===== src/rtl/dram_burst_loader.sv =====
// Streams a byte range from the byte-wide DRAM model and packs it into WORD_BYTES-wide words on a valid/ready stream.
// Optional DRAM_LOADER_BIG_ENDIAN_EN places the first byte in the MSB lane; the default build packs little-endian.
module dram_burst_loader #(
  parameter int ADDR_WIDTH = 24,
  parameter int WORD_BYTES = 4,
  parameter int LEN_WIDTH  = 20
) (
  input  logic                    clk,
  input  logic                    rst_n,
  input  logic                    start,
  input  logic [ADDR_WIDTH-1:0]   base_addr,
  input  logic [LEN_WIDTH-1:0]    length,
  output logic                    busy,
  output logic                    done,
  output logic [ADDR_WIDTH-1:0]   mem_addr,
  output logic                    mem_we,
  input  logic [7:0]              mem_dout,
  output logic [WORD_BYTES*8-1:0] out_data,
  output logic                    out_valid,
  input  logic                    out_ready,
  output logic                    out_last
);
  localparam int LW = (WORD_BYTES > 1) ? $clog2(WORD_BYTES) : 1;
  localparam int DW = WORD_BYTES * 8;

  typedef enum logic [1:0] {IDLE, FETCH, DRAIN, FINISH} state_t;
  state_t state, state_nxt;

  logic [LEN_WIDTH-1:0] len_reg;
  logic [LEN_WIDTH-1:0] issue_idx;
  logic [LW-1:0]        lane_cnt;
  logic                 accept;
  logic                 issue_final;
  logic                 issue_wend;
  logic                 slot_free;
  logic                 issue;
  logic                 rd_vld;
  logic                 rd_final;
  logic                 rd_wend;
  logic [LW-1:0]        rd_lane;
  logic [DW-1:0]        pack;
  logic [DW-1:0]        merged;

  function automatic logic [LW-1:0] phys_lane(input logic [LW-1:0] l);
`ifdef DRAM_LOADER_BIG_ENDIAN_EN
    return LW'(WORD_BYTES - 1) - l;
`else
    return l;
`endif
  endfunction

  assign mem_we      = 1'b0;
  assign accept      = start && (state == IDLE || state == FINISH);
  assign issue_final = (issue_idx == len_reg - LEN_WIDTH'(1));
  assign issue_wend  = issue_final || (lane_cnt == LW'(WORD_BYTES - 1));
  // A word-completing byte lands one cycle after issue, so the output slot must be free by then.
  assign slot_free   = !out_valid || out_ready;
  assign issue       = (state == FETCH) && (!issue_wend || slot_free);

  always_ff @(posedge clk or negedge rst_n) begin
    if (!rst_n) begin
      state <= IDLE;
    end else begin
      state <= state_nxt;
    end
  end

  always_comb begin
    state_nxt = state;
    busy      = 1'b0;
    done      = 1'b0;
    case (state)
      IDLE: begin
        if (start) state_nxt = (length == '0) ? FINISH : FETCH;
      end
      FETCH: begin
        busy = 1'b1;
        if (issue && issue_final) state_nxt = DRAIN;
      end
      DRAIN: begin
        busy = 1'b1;
        if (out_valid && out_ready && out_last) state_nxt = FINISH;
      end
      FINISH: begin
        done = 1'b1;
        if (start) state_nxt = (length == '0) ? FINISH : FETCH;
        else       state_nxt = IDLE;
      end
      default: state_nxt = IDLE;
    endcase
  end

  always_comb begin
    merged = pack;
    for (int i = 0; i < WORD_BYTES; i++) begin
      if (rd_lane == LW'(i)) merged[i*8 +: 8] = mem_dout;
    end
  end

  always_ff @(posedge clk or negedge rst_n) begin
    if (!rst_n) begin
      mem_addr  <= '0;
      len_reg   <= '0;
      issue_idx <= '0;
      lane_cnt  <= '0;
      rd_vld    <= 1'b0;
      rd_final  <= 1'b0;
      rd_wend   <= 1'b0;
      rd_lane   <= '0;
      pack      <= '0;
      out_data  <= '0;
      out_valid <= 1'b0;
      out_last  <= 1'b0;
    end else begin
      // Stalled cycles re-present the same address; their returned byte is ignored.
      rd_vld   <= issue;
      rd_final <= issue_final;
      rd_wend  <= issue_wend;
      rd_lane  <= phys_lane(lane_cnt);

      if (accept) begin
        mem_addr  <= base_addr;
        len_reg   <= length;
        issue_idx <= '0;
        lane_cnt  <= '0;
      end else if (issue) begin
        if (!issue_final) begin
          mem_addr  <= mem_addr + ADDR_WIDTH'(1);
          issue_idx <= issue_idx + LEN_WIDTH'(1);
        end
        lane_cnt <= issue_wend ? '0 : lane_cnt + LW'(1);
      end

      if (out_valid && out_ready) begin
        out_valid <= 1'b0;
        out_last  <= 1'b0;
      end

      if (rd_vld) begin
        if (rd_wend) begin
          out_data  <= merged;
          out_valid <= 1'b1;
          out_last  <= rd_final;
          pack      <= '0;
        end else begin
          pack <= merged;
        end
      end

      if (accept) pack <= '0;
    end
  end

endmodule


===== config.mk =====
export PLATFORM = sky130hd
export DESIGN_NAME = dram_burst_loader
export DESIGN_NICKNAME = d
export VERILOG_FILES = /design/src/rtl/dram_burst_loader.sv
export SDC_FILE = /design/constraint.sdc
export NUM_CORES = 1
export LEC_CHECK = 0
export CORE_ASPECT_RATIO = 1.25
export CORE_MARGIN = 2
export CORE_UTILIZATION = 35
export DETAILED_ROUTE_END_ITERATION = 16
export SLEW_MARGIN = 20
export SYNTH_ARGS = -nofsm -noshare
export SYNTH_HDL_FRONTEND = slang
export SYNTH_SLANG_ARGS = --single-unit

===== constraint.sdc =====
create_clock -name clk -period 4.2 [get_ports clk]
set_input_delay 0.42 -clock clk [delete_from_list [all_inputs] [get_ports clk]]
set_output_delay 0.42 -clock clk [all_outputs]
set_load 0.005 [all_outputs]

Word level (Yosys, flattened, before mapping) --
Index checks and enable logic that the tools add are counted.
Word-level totals: input port bits 56, latch bits 0, memories kept 0, bits in read-only memories 0, output and inout port bits 61, register bits after elaboration 139, logic and storage cells 79, bits in writable memories 0
Operators by class: $lt $le $gt $ge 0, shift operators 0, add/sub/neg operators 4, reduce and logical (&&, ||, !) cells 20, multipliers 0, mux-type cells 30, bitwise operators 0, div/mod/pow operators 0, equality and inequality tests 12
Operators with widths (number):
- $mux 32 | 3
- $mux 24 | 3
- $mux 20 | 3
- $mux 8 | 4
- $add 24x1->24 const B | 1
- $add 20x1->20 const B | 1
- $eq 20x20->1 | 1
- $logic_not 20->1 | 1
- $sub 20x1->20 const B | 1
- $mux 2 | 8
- $eq 2x2->1 const B | 5
- $mux 1 | 8
- $pmux 2 s4 | 1
- $ne 2x2->1 const B | 3
- $logic_and 1x1->1 | 5
- $eq 2x1->1 const B | 2
- $logic_not 2->1 | 2
- $logic_or 1x1->1 | 4
- $reduce_and 2->1 | 2
- $reduce_bool 2->1 | 2
- $reduce_and 3->1 | 1
- $add 2x1->2 const B | 1
- $logic_not 1->1 | 2
- $ne 2x1->1 const B | 1
- $reduce_or 2->1 | 1

Longest topological paths before layout --
Gate-level depths: netlist (run 1).
word-level depth 9, mapped depth 12, gate-level depth less buffers 10

Worst setup path after synthesis (run 1) --
Ideal clock, no wire load.
path type flip-flop to flip-flop, from register len_reg[0], to register mem_addr[15], setup slack 1.066 ns, path buffers 2, setup time 0.124 ns, stages on the path, launching flop included 13, required time 4.076 ns, data arrival time 3.010 ns, path through dfrtp_1 inv_1 ha_1 or3b_2 or3_1 a21boi_1 o21ai_0 or4_4 nor3_4 buf_6 buf_6 nor4_1 a211o_1
On the way: cells in the longest elaborated chain, start to end 8, elaborated cells between the ends (all ways) 9
Ends and longest elaborated chain:
- start, declared | line 29 | logic [LEN_WIDTH-1:0] len_reg;
- start signal, assigned | line 123 | len_reg <= length;
- $sub 20x1->20 * | line 54 | assign issue_final = (issue_idx == len_reg - LEN_WIDTH'(1));
- $eq 20x20->1 * | line 54
- $logic_or 1x1->1 | line 55 | assign issue_wend = issue_final || (lane_cnt == LW'(WORD_BYTES - 1));
- $logic_not 1->1 | line 58 | assign issue = (state == FETCH) && (!issue_wend || slot_free);
- $logic_or 1x1->1 | line 58
- $logic_and 1x1->1 | line 58
- $reduce_bool 2->1 (no line)
- $reduce_and 2->1 (no line) *
- end signal, assigned | line 122 | mem_addr <= base_addr;
- end signal, assigned | line 128 | mem_addr <= mem_addr + ADDR_WIDTH'(1);
- end, declared | line 15 | output logic [ADDR_WIDTH-1:0] mem_addr,
Every way passes the cells marked *; elsewhere a longest branch is shown, timed or not. A chain may end at the register's enable or synchronous reset.

Worst setup path after layout (run 1) --
Ends and elaborated chain as after synthesis.

==> key figures, run 1 <==
Final layout
  • Synth-to-Final Area Change: 26.3%
  • Ant. Diodes: 0
  • Register area: 0.00348 mm^2
  • Multi-input logic area: 0.00370 mm^2
  • Fill count: 2,018
  • Regs by FF count: out_data (32), pack (32), mem_addr (24)
  • Cell area after layout: 0.00945 mm^2
  • Fin nets: 950
  • Layout cells sized above 1: 0.0646

Drt
  • DRC violations left: 0
  • Routed WL per cell: 16.7 um
  • Iter 0 DRT Violations: 400
  • Vias/cell: 5.38
  • Via count: 6,309
  • Final antenna-violating net count: 0
  • DRT Wirelength: 19,600 um
  • Drt first pass iters: 4

Critical path
  • Crit path cell chain: inv_1, ha_1, or3b_2, or3_1, a21boi_1, o21ai_0, or4_4, nor3_4, buf_12, nor4_1, a211o_1
  • R2R Path End: mem_addr[15]$_DFFE_PN0P_
  • Crit path largest cell delay: 0.49 ns
  • CP Launch Type: flip-flop
  • Crit path max-delay family: simple AND/OR/NAND/NOR gates
  • WS Path Type: flip-flop to flip-flop
  • R2r setup slk: 0.75 ns
  • RR Startpoint: len_reg[0]$_DFFE_PN0P_
  • Sum of buffers and inverters on the critical path: 2
  • Worst Setup End Kind: flip-flop
  • FF-to-FF path depth: 11
  • WP data arrival: 3.76 ns
  • Slowest library cell on the worst path: or3b_2
  • Worst EP required: 4.51 ns
  • Crit path max fanout: 68

Place
  • Count of input and output buffers: 115
  • Dpl ws: 0.856 ns
  • Dpl cell area: 0.00879 mm^2
  • Placer Congestion: 0.897
  • Post-DP HPWL: 13,400 um

Logic synthesis
  • Area of the mapped netlist: 0.00748 mm^2
  • Ranking of synthesized cells by area: dfrtp_1, mux2i_1, nand2_1
  • Synth Instances: 800
  • Syn nets: 865
  • Post-synth EDFFs: 0
  • FF+latch count, synth: 139
  • Fraction of the yosys area taken by sequential cells: 0.465
  • Synth top area share: 0.465
  • Leading area contributor after synthesis: dfrtp_1
  • Most used DFF post-synth: dfrtp_1
  • Ys Warns: 0
  • Syn Area/Cell: 9.35 um^2
  • Unique masters post-synth: 61
  • Ys async rst share: 1.00

Clock network
  • CTS tree: done
  • Worst-Skew Late Latency: 0.43 ns
  • Clock slew at reported path FFs: 0.06 ns
  • Root buffer cell: clkbuf_16
  • Worst-case clock buffer depth: 2
  • Post-CTS Hold Buffers: 0
  • H-tree Lvls: 4
  • Post-CTS Setup Repair Bufs: 0
  • Number of buffers created by CTS: 17
  • PostCTS Resize Cnt: 0
  • Sink Count: 139

Floorplanning
  • Core Area: 0.0209 mm^2
  • Chip width: 135 um
  • Starting Density: 0.358
  • Total Die Area: 0.0226 mm^2
  • Standard-cell rows: 59
  • Die height: 167 um
  • # IOs: 117

Pwr
  • Clock power frac: 0.247
  • Net Sw Power: 2.47 mW
  • Pint: 4.28 mW
  • VDD IR max: 393 uV
  • Pwr/cell area: 714 mW/mm^2
  • Flop pwr share: 0.349
  • Comb pwr share: 0.403
  • Sw Share: 0.366
  • Pleak: 3.95 nW

GRT
  • Grt ovf: 0
  • Vias in the first global route: 6,016
  • Initial antenna violation count: 0
  • Pin count of the biggest net entering global routing: 92
  • Global-route wire length before repair: 31,700 um
  • All-layer global routing usage: 0.176

STA
  • Slew HR: 0.298
  • Fmax: 290 MHz
  • Max Slew Vio Count: 0
  • Tcrit/Tclk final: 0.822
  • Setup TNS: 0 ns
  • Setup slack after layout: 0.746 ns
  • Final hold slack: 0.0795 ns
  • Final Hold Fails: 0
  • Worst slew pin tran: 1.05 ns
  • Skew final: 0.0131 ns
  • Minimum clock period: 3.45 ns
  • Setup-failing EPs final: 0
  • RSZ-0062 raised after global routing: no

Status
  • Status: finished clean

Job
  • Max Cap Viol: 0

Worst hold path
  • Worst Hold Class: input pin to asynchronous set/reset pin
-- area by class of cell --
| type | instances | area share |
|---|---|---|
| sequential | 139 | 0.368 |
| clock buffer | 22 | 0.0491 |
| tap | 274 | 0.0363 |
| timing repair buffer | 123 | 0.130 |
| multi-input combinational | 591 | 0.392 |
| inverter | 13 | 0.00516 |
| clock inverter | 10 | 0.0199 |
-- per-stage QoR --
stage,power (mW),util,instances
after floorplan,3.98,-,800
after global placement,5.06,0.421,1140
after detailed placement,5.11,0.421,1140
after CTS,6.81,0.452,1172
after global routing,7.23,0.452,1172
final,6.75,0.452,1172
-- how the worst max path moves through the flow --
stage                           startpoint                   endpoint  cells past startpoint
global route        len_reg[0]$_DFFE_PN0P_  issue_idx[19]$_DFFE_PN0P_                     10
finish              len_reg[0]$_DFFE_PN0P_   mem_addr[15]$_DFFE_PN0P_                     11
detailed placement  len_reg[0]$_DFFE_PN0P_   mem_addr[15]$_DFFE_PN0P_                     11
global placement    len_reg[0]$_DFFE_PN0P_    mem_addr[9]$_DFFE_PN0P_                     11
CTS                 len_reg[0]$_DFFE_PN0P_   mem_addr[15]$_DFFE_PN0P_                     11
floorplan           len_reg[0]$_DFFE_PN0P_   mem_addr[15]$_DFFE_PN0P_                     12
-- cells in the final DEF, fill, tap and decap left out, drive strengths merged, types with 3 or more instances in the layout --
cell / instances
a211o: 4
a21oi: 49
a22o: 33
a31oi: 23
and2: 5
and3: 9
and4: 5
buf: 9
bufinv: 5
clkbuf: 22
clkdlybuf4s50: 114
dfrtp: 139
ha: 9
inv: 14
mux2i: 41
nand2: 100
nand2b: 14
nand3: 28
nand4: 14
nor2: 77
nor2b: 4
nor3: 19
nor4: 17
o2111ai: 3
o211a: 4
o211ai: 3
o21ai: 18
o31ai: 22
or2: 4
or3: 8
or4: 26
xnor2: 23
xor2: 4
-- worst register-to-register path, stage by stage (launching register included) --
cell	delay, ns
dfrtp_1	0.41
inv_1	0.09
ha_1	0.24
or3b_2	0.49
or3_1	0.35
a21boi_1	0.22
o21ai_0	0.19
or4_4	0.49
nor3_4	0.21
buf_12	0.29
nor4_1	0.13
a211o_1	0.24
-- Yosys cell counts, types with 2 or more instances --
library cell,number
a22o_1,33
nor2_1,77
nor4_2,2
o2111ai_1,3
a21oi_1,49
dfrtp_1,139
o21a_1,2
nand4_1,14
a211oi_1,2
inv_1,13
o21ai_0,15
o31ai_1,22
o211ai_1,2
nand2b_1,14
o21ai_1,3
a31oi_1,23
nand2_1,100
or2_2,4
or4_1,24
xor2_1,4
o211a_1,4
nand3_1,28
nand3b_1,2
nand4b_1,2
nor3_1,17
and2_1,5
nor4_1,15
or4_4,2
buf_6,6
a211o_1,4
mux2i_1,41
and3_1,9
ha_1,9
or3_1,7
clkbuf_1,36
and4_1,5
xnor2_1,23
nor2b_1,4
buf_1,14
-- power groups by stage --
stage / Clock [mW] / Combinational, mW / Sequential (mW)
after floorplan: 0 / 1.75 / 2.23
after global placement: 0 / 2.69 / 2.37
after detailed placement: 0 / 2.74 / 2.38
after CTS: 1.69 / 2.76 / 2.36
after global routing: 1.76 / 3.03 / 2.44
final: 1.67 / 2.72 / 2.36
-- metal layers --
| metal | global-route usage | part of all wire | wire (um) |
|---|---|---|---|
| met3 | 0.0263 | 0.033 | 642 |
| met4 | 0.0700 | 0.025 | 482 |
| met5 | 0 | 0 | 0 |
| met2 | 0.297 | 0.50 | 9840 |
| met1 | 0.227 | 0.44 | 8640 |
-- cells by family after synthesis --
family | share of synthesized area
simple gates | 0.232
compound gates | 0.160
flops | 0.465
buf+inv | 0.0417
mux | 0.0549
xor+xnor | 0.0316
fa+ha+maj | 0.0151
other cells | 0.000501
Note: power is estimated with default switching activity, not from simulation.
==> run 2, diff against run 1 <==
clock period = 3.6 ns   (was 4.2 ns; I/O delays follow)
==> run 2 against run 1 <==
Net effect:
- the flow now finishes with violations (hold timing)
- final area increased by 0.58%
- clock-buffer cell count decreased by 3
- non-clock buffer count increased by 10
- die area unchanged
- maximum frequency increased by 2.7%
- final cell count increased by 0.85%
- largest cell class unchanged
- sequential power increased by 17%
==> key figures, run 2 (synthesis gave the netlist of run 1 again) <==
Floorplanning
  • Starting Density: 0.358
  • Core Area: 0.0209 mm^2
  • # IOs: 117
  • Die height: 167 um
  • Standard-cell rows: 59
  • Chip width: 135 um
  • Total Die Area: 0.0226 mm^2

Critical path
  • Worst EP required: 3.92 ns
  • CP Launch Type: flip-flop
  • WP data arrival: 3.69 ns
  • Worst Setup End Kind: flip-flop
  • Crit path max fanout: 68
  • WS Path Type: flip-flop to flip-flop

Clock network
  • Worst-case clock buffer depth: 2
  • H-tree Lvls: 4
  • Clock slew at reported path FFs: 0.06 ns
  • Root buffer cell: clkbuf_16
  • Sink Count: 139
  • Worst-Skew Late Latency: 0.43 ns
  • Post-CTS Setup Repair Bufs: 0
  • Number of buffers created by CTS: 17
  • CTS tree: done
  • PostCTS Resize Cnt: 0
  • Post-CTS Hold Buffers: 0

STA
  • Worst slew pin tran: 0.905 ns
  • Fmax: 297 MHz
  • RSZ-0062 raised after global routing: no
  • Max Slew Vio Count: 0
  • Slew HR: 0.392
  • Setup TNS: 0 ns
  • Final hold slack: -0.0315 ns
  • Tcrit/Tclk final: 0.934
  • Minimum clock period: 3.36 ns
  • Final Hold Fails: 16
  • Skew final: 0.00937 ns
  • Setup-failing EPs final: 0

Final layout
  • Most frequent cells in the layout: dfrtp_1, clkdlybuf4s50_1, nand2_1, nor2_1, a21oi_1
  • Regs by FF count: out_data (32), pack (32), mem_addr (24)
  • Most common cell after layout, fill and taps aside: dfrtp_1
  • Synth-to-Final Area Change: 27.1%
  • Fin nets: 960
  • Ant. Diodes: 0
  • Layout cells sized above 1: 0.0771

GRT
  • Vias in the first global route: 6,219
  • All-layer global routing usage: 0.179
  • Grt ovf: 0
  • Pin count of the biggest net entering global routing: 84
  • Initial antenna violation count: 0
  • Global-route wire length before repair: 32,400 um

Place
  • Post-DP HPWL: 13,500 um
  • Placer Congestion: 0.824
  • Count of input and output buffers: 115

Pwr
  • VDD IR max: 383 uV
  • Final Power: 7.85 mW
  • Pwr/cell area: 826 mW/mm^2
  • Pleak: 3.99 nW

Drt
  • Final antenna-violating net count: 0
  • Routed WL per cell: 16.5 um
  • Drt first pass iters: 5
  • Iter 0 DRT Violations: 443
  • Vias/cell: 5.35
  • Via count: 6,322
  • DRC violations left: 0
  • DRT Wirelength: 19,400 um

Worst hold path
  • Worst Hold Class: input pin to asynchronous set/reset pin

Job
  • Max Cap Viol: 0

Status
  • Status: complete, but fails checks
  • Failing checks: hold timing
[run 2: cell count changes in the layout (fill, tap and decap cells not counted), sizes merged]
cell	change
clkbuf	-3
buf	+10
bufinv	-1
clkinv	+1
inv	+1
clkinvlp	+2
[run 2: layer usage]
| layer | routed length (um) | track usage | vias to the layer above |
|---|---|---|---|
| li1 | - | - | 3110 |
| met1 | 8610 | 0.230 | 3060 |
| met2 | 9900 | 0.306 | 129 |
| met3 | 630 | 0.0294 | 23 |
| met4 | 308 | 0.0595 | 0 |
| met5 | 0 | 0 | - |
[run 2: per-stage QoR]
step | util | setup WS, ns | area, um^2 | hold WS (ns) | std cells
final | 0.455 | 0.236 | 9500 | -0.0315 | 1182
after global placement | 0.425 | 0.322 | 8870 | 0.417 | 1150
after global routing | 0.455 | 0.0688 | 9500 | 0.0611 | 1182
after floorplan | - | 0.466 | 7480 | 0.0644 | 800
after CTS | 0.455 | 0.255 | 9500 | 0.0124 | 1182
after detailed placement | 0.425 | 0.271 | 8870 | 0.424 | 1150
[run 2: power breakdown]
part           internal [mW]  switching [mW]  total, mW
Sequential              2.16           0.595       2.75
Clock                   1.18           0.713       1.89
Combinational           1.60            1.61       3.21
Total                   4.94            2.91       7.85
[run 2: area by class of cell]
type,count,area (um^2)
Fill cell,2024,11400
Timing Repair Buffer,133,1300
Sequential cell,139,3480
Tap cell,274,343
Inverter,13,48.8
Multi-Input combinational cell,591,3700
Clock inverter,13,190
Clock buffer,19,443
[run 2: final timing paths]
| check | start | to | slack [ns] | cells after the start |
|---|---|---|---|---|
| max reg2reg | len_reg[0]$_DFFE_PN0P_ | mem_addr[15]$_DFFE_PN0P_ | 0.24 | 11 |
| min reg2reg | lane_cnt[1]$_DFFE_PN0P_ | rd_lane[1]$_DFF_PN0_ | 0.44 | 0 |
| min in group clk | lane_cnt[1]$_DFFE_PN0P_ | rd_lane[1]$_DFF_PN0_ | 0.44 | 0 |
| min | rst_n | len_reg[14]$_DFFE_PN0P_ | -0.03 | 1 |
| max | len_reg[0]$_DFFE_PN0P_ | mem_addr[15]$_DFFE_PN0P_ | 0.24 | 11 |
| max in group asynchronous | rst_n | out_last$_DFF_PN0_ | 2.78 | 2 |
[run 2: worst max-delay path, cell delays in order (launching register included)]
cell and delay (ns):
dfrtp_1 0.42, inv_1 0.08, ha_1 0.24, or3b_2 0.49
or3_1 0.36, a21boi_1 0.18, o21ai_0 0.15, or4_4 0.48
nor3_4 0.22, buf_12 0.28, nor4_1 0.10, a211o_1 0.23
